--- src/rtl/validador.sv ---
// validador: placement validator for the naval-battle game.
// Builds the 64-bit cell mask of one requested ship placement, checks it
// against the board edges, scans the player's stored piece masks for
// overlap and, if the placement is legal, writes the mask into the next
// free slot of that player's piece memory.
//
// Ports:
//   clk, reset            rising-edge clock, synchronous active-high reset
//   enable                request; a 0->1 edge sampled in IDLE starts a check
//   tipo, direcao,        ship type, extension direction, axis,
//   orientacao, x1, y1,   start cell and player of the placement
//   jogador
//   vetor_leitura         memory read data, valid the cycle after read_addr
//   ready                 one-cycle pulse when the check completes
//   conflitoBorda_out     edge / invalid-input conflict (held)
//   conflitoMemoria_out   overlap / memory-full conflict (held)
//   conflito              OR of both conflict flags
//   wrep1, wrep2          one-cycle write enable, player 0 / player 1 memory
//   vetor                 mask being written (held after the write)
//   read_addr             {jogador, slot}
//   write_addr            {jogador, count}
module validador #(
  parameter int unsigned BOARD      = 8,
  parameter int unsigned MAX_PIECES = 11
) (
  input  logic        clk,
  input  logic        reset,
  input  logic        enable,
  input  logic [2:0]  tipo,
  input  logic        direcao,
  input  logic [2:0]  orientacao,
  input  logic [3:0]  x1,
  input  logic [3:0]  y1,
  input  logic        jogador,
  input  logic [63:0] vetor_leitura,
  output logic        ready,
  output logic        conflitoBorda_out,
  output logic        conflitoMemoria_out,
  output logic        conflito,
  output logic        wrep1,
  output logic        wrep2,
  output logic [63:0] vetor,
  output logic [4:0]  read_addr,
  output logic [4:0]  write_addr
);

  localparam int          BRD     = int'(BOARD);
  localparam int          MAX_LEN = 5;
  localparam logic [3:0]  MAX_C   = 4'(BOARD - 1);
  localparam logic [3:0]  FULL    = 4'(MAX_PIECES);

  typedef enum logic [2:0] {IDLE, CALC, ADDR, CMP, WRITE, DONE} state_t;

  state_t      state, state_nxt;
  logic        en_q;
  logic [2:0]  tipo_r, tipo_n;
  logic        dir_r, dir_n;
  logic [2:0]  ori_r, ori_n;
  logic [3:0]  x_r, x_n, y_r, y_n;
  logic        jog_r, jog_n;
  logic [3:0]  slot, slot_n;
  logic [3:0]  cnt0, cnt0_n, cnt1, cnt1_n;
  logic [3:0]  cnt_sel;

  logic        ready_n, borda_n, memc_n, wrep1_n, wrep2_n;
  logic [63:0] vetor_n;
  logic [4:0]  ra_n, wa_n;

  logic [63:0] mask_c;
  logic        borda_c;

  assign cnt_sel = jog_r ? cnt1 : cnt0;

  // Ship mask and edge check from the latched placement.
  always_comb begin
    int len, cx, cy, step;
    mask_c  = '0;
    borda_c = 1'b0;
    len     = 0;
    cx      = 0;
    cy      = 0;
    step    = 0;
    case (tipo_r)
      3'd0:    len = 5;
      3'd1:    len = 4;
      3'd2:    len = 3;
      3'd3:    len = 2;
      3'd4:    len = 1;
      default: borda_c = 1'b1;
    endcase
    if (ori_r > 3'd1 || x_r > MAX_C || y_r > MAX_C) borda_c = 1'b1;
    for (int k = 0; k < MAX_LEN; k++) begin
      if (k < len) begin
        step = dir_r ? -k : k;
        cx   = int'(x_r);
        cy   = int'(y_r);
        if (ori_r == 3'd0) cx = cx + step;
        else               cy = cy + step;
        if (cx < 0 || cx >= BRD || cy < 0 || cy >= BRD) borda_c = 1'b1;
        else mask_c[6'(cy * BRD + cx)] = 1'b1;
      end
    end
  end

  // Next-state and next-output logic.
  always_comb begin
    state_nxt = state;
    tipo_n    = tipo_r;
    dir_n     = dir_r;
    ori_n     = ori_r;
    x_n       = x_r;
    y_n       = y_r;
    jog_n     = jog_r;
    slot_n    = slot;
    cnt0_n    = cnt0;
    cnt1_n    = cnt1;
    ready_n   = 1'b0;
    wrep1_n   = 1'b0;
    wrep2_n   = 1'b0;
    borda_n   = conflitoBorda_out;
    memc_n    = conflitoMemoria_out;
    vetor_n   = vetor;
    ra_n      = read_addr;
    wa_n      = write_addr;
    case (state)
      IDLE: begin
        if (enable && !en_q) begin
          tipo_n    = tipo;
          dir_n     = direcao;
          ori_n     = orientacao;
          x_n       = x1;
          y_n       = y1;
          jog_n     = jogador;
          borda_n   = 1'b0;
          memc_n    = 1'b0;
          state_nxt = CALC;
        end
      end
      CALC: begin
        if (borda_c) begin
          borda_n   = 1'b1;
          state_nxt = DONE;
        end else if (cnt_sel == FULL) begin
          memc_n    = 1'b1;
          state_nxt = DONE;
        end else if (cnt_sel == 4'd0) begin
          state_nxt = WRITE;
        end else begin
          // Address goes out now so memory data lines up with CMP.
          slot_n    = 4'd0;
          ra_n      = {jog_r, 4'd0};
          state_nxt = ADDR;
        end
      end
      ADDR: state_nxt = CMP;
      CMP: begin
        if ((vetor_leitura & mask_c) != 64'd0) begin
          memc_n    = 1'b1;
          state_nxt = DONE;
        end else if (slot == 4'(cnt_sel - 4'd1)) begin
          state_nxt = WRITE;
        end else begin
          slot_n    = 4'(slot + 4'd1);
          ra_n      = {jog_r, 4'(slot + 4'd1)};
          state_nxt = ADDR;
        end
      end
      WRITE: begin
        wa_n    = {jog_r, cnt_sel};
        vetor_n = mask_c;
        if (jog_r) begin
          wrep2_n = 1'b1;
          cnt1_n  = 4'(cnt1 + 4'd1);
        end else begin
          wrep1_n = 1'b1;
          cnt0_n  = 4'(cnt0 + 4'd1);
        end
        state_nxt = DONE;
      end
      DONE: begin
        ready_n   = 1'b1;
        state_nxt = IDLE;
      end
      default: state_nxt = IDLE;
    endcase
  end

  // State, datapath and output registers.
  always_ff @(posedge clk) begin
    if (reset) begin
      state               <= IDLE;
      en_q                <= 1'b0;
      tipo_r              <= '0;
      dir_r               <= 1'b0;
      ori_r               <= '0;
      x_r                 <= '0;
      y_r                 <= '0;
      jog_r               <= 1'b0;
      slot                <= '0;
      cnt0                <= '0;
      cnt1                <= '0;
      ready               <= 1'b0;
      conflitoBorda_out   <= 1'b0;
      conflitoMemoria_out <= 1'b0;
      conflito            <= 1'b0;
      wrep1               <= 1'b0;
      wrep2               <= 1'b0;
      vetor               <= '0;
      read_addr           <= '0;
      write_addr          <= '0;
    end else begin
      state               <= state_nxt;
      en_q                <= enable;
      tipo_r              <= tipo_n;
      dir_r               <= dir_n;
      ori_r               <= ori_n;
      x_r                 <= x_n;
      y_r                 <= y_n;
      jog_r               <= jog_n;
      slot                <= slot_n;
      cnt0                <= cnt0_n;
      cnt1                <= cnt1_n;
      ready               <= ready_n;
      conflitoBorda_out   <= borda_n;
      conflitoMemoria_out <= memc_n;
      conflito            <= borda_n | memc_n;
      wrep1               <= wrep1_n;
      wrep2               <= wrep2_n;
      vetor               <= vetor_n;
      read_addr           <= ra_n;
      write_addr          <= wa_n;
    end
  end

endmodule

--- config.mk ---
export PLATFORM = sky130hd
export DESIGN_NAME = validador
export DESIGN_NICKNAME = d
export VERILOG_FILES = /design/src/rtl/validador.sv
export SDC_FILE = /design/constraint.sdc
export NUM_CORES = 1
export LEC_CHECK = 0
export CAP_MARGIN = 10
export CORE_MARGIN = 2
export CORE_UTILIZATION = 35
export DETAILED_ROUTE_END_ITERATION = 7
export DONT_BUFFER_PORTS = 1
export SKIP_LAST_GASP = 1
export SLEW_MARGIN = 20
export SYNTH_ARGS = -nofsm -noshare
export SYNTH_HDL_FRONTEND = slang
export SYNTH_SLANG_ARGS = --single-unit
--- constraint.sdc ---
create_clock -name clk -period 14.35 [get_ports clk]
set_input_delay 2.1525 -clock clk [delete_from_list [all_inputs] [get_ports clk]]
set_output_delay 2.1525 -clock clk [all_outputs]
set_load 0.01 [all_outputs]
==> results of run 1 <==
## routing by layer
| layer | track usage | wire, µm | up-vias |
|---|---|---|---|
| met5 | 0 | 0 | - |
| met4 | 0.05032 | 558 | 0 |
| met3 | 0.04263 | 2241 | 40 |
| met2 | 0.3289 | 12510 | 337 |
| met1 | 0.2946 | 12870 | 3998 |
| li1 | - | - | 4055 |
## state kept, by name (all words and copies together), names as in the netlist
signal               flops
vetor                   64
read_addr                5
write_addr               5
cnt0                     4
cnt1                     4
x_r                      4
y_r                      4
ori_r                    3
state                    3
tipo_r                   3
conflito                 1
conflitoBorda_out        1
conflitoMemoria_out      1
dir_r                    1
en_q                     1
jog_r                    1
ready                    1
wrep1                    1
wrep2                    1
## cell families (layout without fill, tap and decap cells)
family / count (synthesis) / count (layout) / synth area share
fa+ha+maj: 84 / 84 / 0.1315
compound gates: 260 / 260 / 0.2060
simple gates: 506 / 506 / 0.3002
buf+inv: 106 / 68 / 0.05205
xor+xnor: 42 / 42 / 0.04671
mux: 12 / 12 / 0.01442
flops: 108 / 108 / 0.2491
## cell usage after synthesis (all sizes together), types with 4 or more instances
| cell type | instances | area (µm²) |
|---|---|---|
| mux2i | 11 | 113.9 |
| or4b | 5 | 50.05 |
| a21oi | 67 | 339.1 |
| ha | 72 | 900.9 |
| clkbuf | 48 | 182.7 |
| nor2 | 137 | 514.2 |
| nor3b | 4 | 30.03 |
| o21a | 5 | 37.54 |
| dfxtp | 108 | 2162 |
| o211ai | 9 | 67.56 |
| a31oi | 9 | 56.30 |
| o311ai | 8 | 70.07 |
| nand4b | 5 | 43.79 |
| nand2 | 95 | 356.6 |
| and3 | 42 | 262.8 |
| o41ai | 4 | 35.03 |
| a221oi | 5 | 50.04 |
| inv | 35 | 131.4 |
| nor4b | 5 | 43.79 |
| o2111ai | 6 | 58.80 |
| nor3 | 75 | 391.6 |
| a211oi | 24 | 185.2 |
| buf | 21 | 130.1 |
| nand3b | 5 | 37.54 |
| or2 | 5 | 31.28 |
| nand4 | 27 | 196.4 |
| nor4 | 21 | 137.6 |
| a22oi | 5 | 37.54 |
| nand3 | 25 | 125.1 |
| or3 | 17 | 106.4 |
| a32oi | 4 | 35.03 |
| fa | 12 | 240.2 |
| o21ai | 45 | 225.2 |
| xnor2 | 26 | 227.7 |
| a21o | 4 | 30.03 |
| a22o | 8 | 70.07 |
| o22ai | 5 | 31.28 |
| nand2b | 17 | 106.4 |
| o211a | 4 | 40.04 |
| xor2 | 14 | 130.1 |
| nor2b | 5 | 31.28 |
| or4 | 4 | 30.03 |
| o31ai | 11 | 82.58 |
## report_power, final
part	switching, mW	internal [mW]	leakage [nW]
clock network	0.130	0.127	0.153
logic	0.267	0.124	2.38
registers	0.0222	0.312	0.876
## path summary, 6_finish.rpt
kind | start | depth (start not counted) | endpoint | slack (ns)
worst max-delay path | dir_r | 19 | read_addr[2] | 7.71
worst min-delay path | cnt1[1] | 2 | cnt1[1] | 0.50
worst max register to register | dir_r | 19 | read_addr[2] | 7.71
worst min register to register | cnt1[1] | 2 | cnt1[1] | 0.50
## worst max-delay path, cell delays in order, from the launching register on
cell,delay (ns)
dfxtp_4,0.54
buf_4,0.67
ha_1,0.47
nor2_1,0.22
nor2_1,0.06
ha_1,0.31
nand2b_1,0.17
fa_1,0.45
xor3_1,0.25
nor3_1,0.06
a21oi_1,0.60
nor3_1,0.22
nand4_1,0.15
o311ai_0,0.30
a222oi_1,0.37
nand4_1,0.18
nor4_2,0.65
nand4_2,0.26
or3_1,0.37
a211oi_1,0.24
## metrics by stage
| step | area [µm²] | utilization | setup WS, ns | std cells | hold slack [ns] |
|---|---|---|---|---|---|
| 2_1_floorplan | 8678 | - | 7.598 | 1118 | 0.4578 |
| 3_3_place_gp | 8899 | 0.3659 | 7.980 | 1388 | 0.4623 |
| 3_5_place_dp | 8899 | 0.3659 | 7.918 | 1388 | 0.4792 |
| 4_1_cts | 9213 | 0.3788 | 7.852 | 1404 | 0.4971 |
| 5_1_grt | 9213 | 0.3788 | 7.342 | 1404 | 0.5187 |
| 6_report | 9213 | 0.3788 | 7.708 | 1404 | 0.4957 |
## cell type report
cell class              count  area, µm²
fillers                  2584      15110
multi-input cells         904       6076
flip-flops and latches    108       2166
well taps                 324      405.4
clock buffers               9      225.2
inverters                  37      138.9
repair buffers             15      112.6
clock inverters             7      88.84
==> impl_metrics.csv, run 1 <==
group,metric,value,unit
status,status,"finished, final reports clean",
setup_path,crit_fanout,66,
synthesis,ys_types,87,
timing,tns,0,ns
synthesis,syn_area_per_cell,7.762,µm²
timing,timing.final.setup_violations,0,
global_route,wire_length_of_the_first_global_routing_pass,43730,µm
drt,drt_first_iter_violations,979,
synthesis,syn_inst,1118,
setup_path,worstPathRequired,14.61,ns
timing,timing_worst_slew_pin_value,1.035,ns
timing,final_min_period_over_clock_period,0.4629,
min_path,worst_hold_path_type,"register to register",
global_route,grt_pass1_vias,7729,
drt,via_count,8430,
global_route,number_of_antenna_violations_at_the_first_check_in_global_routing,1,
clocking,clock_pin_slew_reported_for_the_worst_setup_and_hold_paths_after_clock_tree_synthesis,0.08,ns
floorplanning,initial_core_util,0.3568,
floorplanning,placementRows,57,
floorplanning,floorplan.io_pins,163,
floorplanning,dieArea,26070,µm²
setup_path,critPathKind,"register to register",
timing,achievable-frequency,150.6,MHz
clocking,postCtsHoldBufs,0,
timing,timing.final.crit_period,6.642,ns
clocking,cts_buffer_depth,2,
synthesis,synth-seq-area-share,0.2491,
placement,dp_hpwl,21860,µm
timing,worst_slew_margin_rel,0.3010,
clocking,cts-resized-gates,0,
timing,clock_skew,0.01146,ns
global_route,globalRouteOverflowTotal,0,
power_and_ir_drop,max-vdd-ir-drop,0.05984,mV
drt,ant_nets,0,
drt,total_length_of_routed_wires,28180,µm
timing,slew_violations,0,
power_and_ir_drop,final_total_pwr,982.4,µW
clocking,cts_sink_cnt,108,
setup_path,critPathLaunchType,"register",
setup_path,arrival,6.91,ns
power_and_ir_drop,cellPowerDensity,106.6,nW/µm²
floorplanning,die_w,161.5,µm
synthesis,synth_flop_cell,"dfxtp_1",
clocking,clock_insertion_delay_worst_skew,0.36,ns
clocking,htreeDepth,3,
setup_path,worstSetupEndpointType,"register",
synthesis,ys_ff_latch,108,
synthesis,synth_warnings,0,
power_and_ir_drop,static-leakage-power,3.413,nW
global_route,global_route.usage.total,0.2095,
synthesis,synth_async_sr_flop_share,0,
clocking,post_cts_setup_buffers,0,
drt,drt-vias-per-instance,6.004,
cells_and_area,areaGrowthSynthToFinish,6.156,%
job,drv.max_cap_violation_count,0,
drt,drt_drc_violations_left,0,
synthesis,synth-edff-count,0,
clocking,tritoncts,"built",
clocking,cts_buffers,9,
cells_and_area,mostFrequentLayoutCells,"nor2_1, dfxtp_1, nand2_1",
timing,finalHoldViolCount,0,
cells_and_area,antenna-diode-count,0,
clocking,cts_root_buf,"clkbuf_16",
cells_and_area,layout_commonest_cell,"nor2_1",
floorplanning,die_h,161.5,µm
cells_and_area,nNetsFinal,1242,
floorplanning,core-area,24320,µm²
cells_and_area,drive_gt1_frac,0.05926,
synthesis,mappedNetlistNets,1285,
placement,count_of_port_buffers_added_during_placement,0,
placement,gpl.final_weighted_congestion,0.9324,
global_route,grt_start_max_net_pins,78,
drt,routed_wire_length_per_instance,20.07,µm
drt,dr.pass1.iters,5,
timing,rsz0062_at_grt,"false",
synthesis,synth.cell_area,8678,µm²
(Power assumes the default switching activity.)
==> run 2, diff against run 1 <==
clock period = 6.5 ns   (was 14.35 ns; I/O delays follow)
==> run 2 against run 1 <==
Effect of this change:
- sequential power rose by 120%
- via count rose by 0.11%
- wire length rose by 2.3%
- clock power rose by 120%
- worst hold slack improved by 0.0042 ns
- combinational power rose by 130%
- clock skew rose by 0.0019 ns
- die area did not move
- critical endpoint is now state[2]
- cell area rose by 0.91%
- sequential share of layout area fell by 0.21 points
- non-clock buffer count rose by 9
==> impl_metrics.csv, run 2 (synthesized netlist as in run 1, its figures left out) <==
group,metric,value,unit
setup_path,critPathKind,"register to register",
cells_and_area,areaGrowthSynthToFinish,7.122,%
cells_and_area,layout_commonest_cell,"nor2_1",
setup_path,worst_r2r_endpoint,"state[2]",
placement,count_of_port_buffers_added_during_placement,0,
min_path,worst_hold_path_type,"register to register",
placement,dp_hpwl,22650,µm
timing,timing.final.setup_violations,0,
setup_path,cp-endpoint,"state[2]",
power_and_ir_drop,static-leakage-power,3.459,nW
timing,clock_skew,0.01333,ns
global_route,wire_length_of_the_first_global_routing_pass,43960,µm
timing,timing.final.crit_period,5.964,ns
floorplanning,initial_core_util,0.3568,
setup_path,buffers_inverters_on_critical_path,2,
clocking,cts_buffer_depth,2,
timing,tns,0,ns
drt,via_count,8439,
drt,drt-vias-per-instance,5.960,
global_route,grt_pass1_vias,7588,
clocking,cts-resized-gates,0,
global_route,grt_start_max_net_pins,78,
floorplanning,die_w,161.5,µm
power_and_ir_drop,max-vdd-ir-drop,0.1325,mV
drt,routed_wire_length_per_instance,20.35,µm
setup_path,crit_fanout,27,
setup_path,ff2ff_setup_slack,0.54,ns
clocking,clock_insertion_delay_worst_skew,0.36,ns
clocking,cts_root_buf,"clkbuf_16",
global_route,number_of_antenna_violations_at_the_first_check_in_global_routing,4,
timing,worst_slew_margin_rel,0.3668,
clocking,htreeDepth,3,
clocking,cts_sink_cnt,108,
clocking,postCtsHoldBufs,0,
timing,rsz0062_at_grt,"false",
cells_and_area,final_cells,1416,
setup_path,arrival,6.23,ns
min_path,whs_path_depth,2,
power_and_ir_drop,comb_power_share,0.408,
job,drv.max_cap_violation_count,0,
setup_path,cell_count_of_the_worst_reg_to_reg_path,18,
status,status,"finished, final reports clean",
setup_path,cp_cell_sequence,"buf_4 > ha_1 > o21ai_0 > a21oi_1 > o21ai_0 > ha_1 > or4b_2 > nor3_1 > a22o_1 > nand2_1 > o311ai_0 > a22oi_1 > o221ai_1 > nor3_1 > buf_4 > and4_1 > a21o_1 > a211oi_1",
setup_path,critical_path.slowest_cell,"o311ai_0",
cells_and_area,mostFrequentLayoutCells,"nor2_1, dfxtp_1, nand2_1",
drt,drt_first_iter_violations,919,
power_and_ir_drop,internal_power,1.255,mW
placement,inst_count_dp,1397,
cells_and_area,largestRegisters,"vetor (64), read_addr (5), write_addr (5)",
cells_and_area,drive_gt1_frac,0.06795,
floorplanning,dieArea,26070,µm²
timing,timing_worst_slew_pin_value,0.9498,ns
power_and_ir_drop,power.clock.fraction,0.257,
floorplanning,floorplan.io_pins,163,
setup_path,cpPeakStageDelay,0.69,ns
power_and_ir_drop,power.share.switching,0.4265,
cells_and_area,top_register,"vetor",
setup_path,critPathLaunchType,"register",
drt,dr.pass1.iters,6,
clocking,tritoncts,"built",
floorplanning,die_h,161.5,µm
drt,drt_drc_violations_left,0,
global_route,global_route.usage.total,0.2133,
clocking,cts_buffers,9,
power_and_ir_drop,seqPwrFrac,0.335,
setup_path,regToRegStartpoint,"dir_r",
setup_path,worstSetupEndpointType,"register",
timing,achievable-frequency,167.7,MHz
clocking,post_cts_setup_buffers,0,
power_and_ir_drop,cellPowerDensity,235.3,nW/µm²
drt,total_length_of_routed_wires,28820,µm
setup_path,critical_path_cell_count,18,
power_and_ir_drop,net_switching_component_of_the_power,933.1,µW
timing,finalHoldViolCount,0,
floorplanning,placementRows,57,
setup_path,worstPathRequired,6.77,ns
setup_path,critPathTopFamily,"compound AO/OA/AOI/OAI gates",
placement,gpl.final_weighted_congestion,1.001,
cells_and_area,fillerInstances,2563,
cells_and_area,nNetsFinal,1251,
setup_path,crit_path_start,"dir_r",
drt,ant_nets,0,
timing,final_min_period_over_clock_period,0.9175,
timing,slew_violations,0,
floorplanning,core-area,24320,µm²
global_route,globalRouteOverflowTotal,0,
clocking,clock_pin_slew_reported_for_the_worst_setup_and_hold_paths_after_clock_tree_synthesis,0.08,ns
cells_and_area,largest_reg_flops,64,
run 2: worst min-delay path by stage:
stage                        from  endpoint  slack [ns]
after floorplan           cnt1[3]   cnt1[3]        0.46
after CTS                 cnt1[1]   cnt1[1]        0.50
final                     cnt1[3]   cnt1[3]        0.50
after global placement    cnt1[3]   cnt1[3]        0.46
after detailed placement  cnt1[1]   cnt1[1]        0.48
after global routing      cnt1[1]   cnt1[1]        0.52
run 2: power groups by stage:
stage | combinational, mW | clock [mW] | sequential [mW]
after floorplan | 0.632 | 0 | 0.739
final | 0.893 | 0.563 | 0.732
after CTS | 0.866 | 0.575 | 0.732
after detailed placement | 0.862 | 0 | 0.748
after global placement | 0.858 | 0 | 0.747
after global routing | 0.967 | 0.604 | 0.737
run 2: layout make-up:
class | count | area [µm²] | share of cell area
Antenna cell | 3 | 7.507 | 0.0008075
Clock buffer | 9 | 225.2 | 0.02423
Clock inverter | 7 | 93.84 | 0.01009
Inverter | 37 | 138.9 | 0.01494
Multi-Input combinational cell | 904 | 6080 | 0.6540
Sequential cell | 108 | 2166 | 0.2330
Tap cell | 324 | 405.4 | 0.04361
Timing Repair Buffer | 24 | 180.2 | 0.01938
run 2: through the flow:
step	setup WS, ns	hold slack, ns	total power [mW]	utilization	area (µm²)
floorplan	0.4841	0.4578	1.371	-	8680
CTS	0.4774	0.4953	2.174	0.3818	9285
global route	0.1997	0.5243	2.308	0.3821	9291
global placement	0.6371	0.4597	1.606	0.3687	8966
detailed placement	0.5174	0.4824	1.611	0.3687	8966
finish	0.5363	0.4999	2.188	0.3823	9296
run 2: layer usage:
layer	global-route usage	wire, µm	share of wire	up-vias
met5	0	13	0.00045	-
met4	0.05682	558	0.019	2
met3	0.05727	2508	0.087	40
met2	0.3244	12660	0.44	357
met1	0.2977	13080	0.45	3960
li1	-	-	-	4080
run 2: worst reg2reg max path, cell delays in order, from the launching register on:
cell	delay, ns
dfxtp_4	0.55
buf_4	0.41
ha_1	0.41
o21ai_0	0.21
a21oi_1	0.35
o21ai_0	0.20
ha_1	0.32
or4b_2	0.58
nor3_1	0.60
a22o_1	0.32
nand2_1	0.14
o311ai_0	0.69
a22oi_1	0.14
o221ai_1	0.11
nor3_1	0.07
buf_4	0.16
and4_1	0.19
a21o_1	0.18
a211oi_1	0.21
==> run 3, diff against run 2 <==
CTS_BUF_LIST = sky130_fd_sc_hd__clkbuf_4   (was not set)
==> run 3 against run 2 <==
Effect of this change:
- largest power group unchanged
- sequential share of layout area up 0.40 points
- sequential power hardly changed
- critical path depth fell by 1
- core utilization is 0.65 points lower
- cell area down 1.7%
- register-to-register slack worse by 0.02 ns
- combinational power barely moved
- total power is 9.4% lower
- global-route usage fell by 0.098 points
- highest routed layer unchanged
- critical path type unchanged
==> impl_metrics.csv, run 3 (synthesized netlist as in run 1, its figures left out) <==
group,metric,value,unit
clocking,cts_sink_cnt,108,
timing,rsz0062_at_grt,"false",
drt,dr.pass1.iters,5,
timing,timing.final.setup_violations,0,
cells_and_area,nNetsFinal,1251,
clocking,clock_pin_slew_reported_for_the_worst_setup_and_hold_paths_after_clock_tree_synthesis,0.19,ns
floorplanning,placementRows,57,
clocking,cts_root_buf,"clkbuf_4",
global_route,grt_pass1_vias,7566,
floorplanning,core-area,24320,µm²
power_and_ir_drop,static-leakage-power,3.390,nW
setup_path,worstPathRequired,6.89,ns
setup_path,arrival,6.37,ns
clocking,htreeDepth,3,
drt,drt-vias-per-instance,6.011,
drt,via_count,8512,
placement,count_of_port_buffers_added_during_placement,0,
floorplanning,initial_core_util,0.3568,
cells_and_area,top_register,"vetor",
timing,fin_ws,0.5140,ns
setup_path,crit_fanout,27,
drt,routed_wire_length_per_instance,20.37,µm
global_route,global_route.usage.total,0.2124,
timing,clock_skew,0.02865,ns
cells_and_area,areaGrowthSynthToFinish,5.306,%
cells_and_area,largest_reg_flops,64,
global_route,number_of_antenna_violations_at_the_first_check_in_global_routing,4,
timing,timing.final.crit_period,5.986,ns
placement,dp_hpwl,22650,µm
timing,finalHoldViolCount,0,
floorplanning,die_h,161.5,µm
timing,final_min_period_over_clock_period,0.9209,
cells_and_area,largestRegisters,"vetor (64), read_addr (5), write_addr (5)",
floorplanning,dieArea,26070,µm²
timing,achievable-frequency,167.1,MHz
cells_and_area,layout_commonest_cell,"nor2_1",
floorplanning,floorplan.io_pins,163,
setup_path,critPathLaunchType,"register",
timing,slew_violations,0,
cells_and_area,drive_gt1_frac,0.06795,
timing,tns,0,ns
cells_and_area,mostFrequentLayoutCells,"nor2_1, dfxtp_1, nand2_1",
min_path,worst_hold_path_type,"register to register",
drt,total_length_of_routed_wires,28840,µm
setup_path,worstSetupEndpointType,"register",
global_route,wire_length_of_the_first_global_routing_pass,43900,µm
drt,drt_first_iter_violations,946,
placement,pre_cts_ws,0.5174,ns
timing,hold_ws,0.5098,ns
power_and_ir_drop,max-vdd-ir-drop,0.1272,mV
status,status,"finished, final reports clean",
power_and_ir_drop,cellPowerDensity,216.8,nW/µm²
clocking,cts_buffer_depth,2,
clocking,clock_insertion_delay_worst_skew,0.48,ns
drt,ant_nets,0,
clocking,tritoncts,"built",
global_route,globalRouteOverflowTotal,0,
floorplanning,die_w,161.5,µm
placement,gpl.final_weighted_congestion,1.001,
global_route,grt_start_max_net_pins,78,
timing,timing_worst_slew_pin_value,0.9714,ns
setup_path,critPathKind,"register to register",
clocking,post_cts_setup_buffers,0,
drt,drt_drc_violations_left,0,
timing,worst_slew_margin_rel,0.3524,
clocking,cts_buffers,9,
job,drv.max_cap_violation_count,0,
run 3: cell counts in the layout (fill, tap and decap cells not counted):
No cell type changed its count.
run 3: stage by stage:
stage,power [mW],utilization,instances,area (µm²)
floorplan,1.371,-,1118,8680
global placement,1.606,0.3687,1397,8966
detailed placement,1.611,0.3687,1397,8966
CTS,1.967,0.3753,1413,9128
global route,2.100,0.3756,1414,9134
finish,1.982,0.3758,1416,9139
run 3: routing by layer:
| metal | track usage | wire (µm) | vias to the layer above |
|---|---|---|---|
| li1 | - | - | 4085 |
| met1 | 0.2980 | 13090 | 3991 |
| met2 | 0.3234 | 12680 | 394 |
| met3 | 0.05650 | 2480 | 40 |
| met4 | 0.05195 | 567 | 2 |
| met5 | 0 | 13 | - |
run 3: critical path, cell delays in order (launching register included):
cell,delay (ns)
dfxtp_4,0.59
buf_4,0.40
ha_1,0.40
o21ai_0,0.21
a21oi_1,0.35
o21ai_0,0.20
ha_1,0.32
or4b_2,0.58
nor3_1,0.60
a22o_1,0.39
nand2_1,0.15
o311ai_0,0.63
a22o_1,0.24
nor3_1,0.05
buf_4,0.16
and4_1,0.19
a21o_1,0.18
a211oi_1,0.21
run 3: path summary, 6_finish.rpt:
check	start	slack [ns]	to	cells past startpoint
setup / recovery	dir_r	0.51	state[2]	17
hold / removal	cnt1[3]	0.51	cnt1[3]	2
setup reg to reg	dir_r	0.51	state[2]	17
hold reg to reg	cnt1[3]	0.51	cnt1[3]	2
run 3: cell type report:
| class | count | area, µm² |
|---|---|---|
| Fill cell | 2581 | 15180 |
| Multi-Input combinational cell | 904 | 6080 |
| Sequential cell | 108 | 2166 |
| Tap cell | 324 | 405.4 |
| Timing Repair Buffer | 24 | 180.2 |
| Inverter | 37 | 138.9 |
| Clock inverter | 7 | 93.84 |
| Clock buffer | 9 | 67.56 |
| Antenna cell | 3 | 7.507 |
run 3: timing repair:
item                       4_1_cts  5_1_grt
hold buffers                     0        0
resized for setup                0        1
setup endpoints to repair        0        1
hold endpoints to repair         0        0
run 3: where the power goes:
part | internal (mW) | total (mW) | switching [mW] | leakage [nW]
Combinational | 0.287 | 0.895 | 0.608 | 2.43
Sequential | 0.691 | 0.734 | 0.0429 | 0.876
Clock | 0.0962 | 0.353 | 0.257 | 0.0837
Total | 1.07 | 1.98 | 0.907 | 3.39
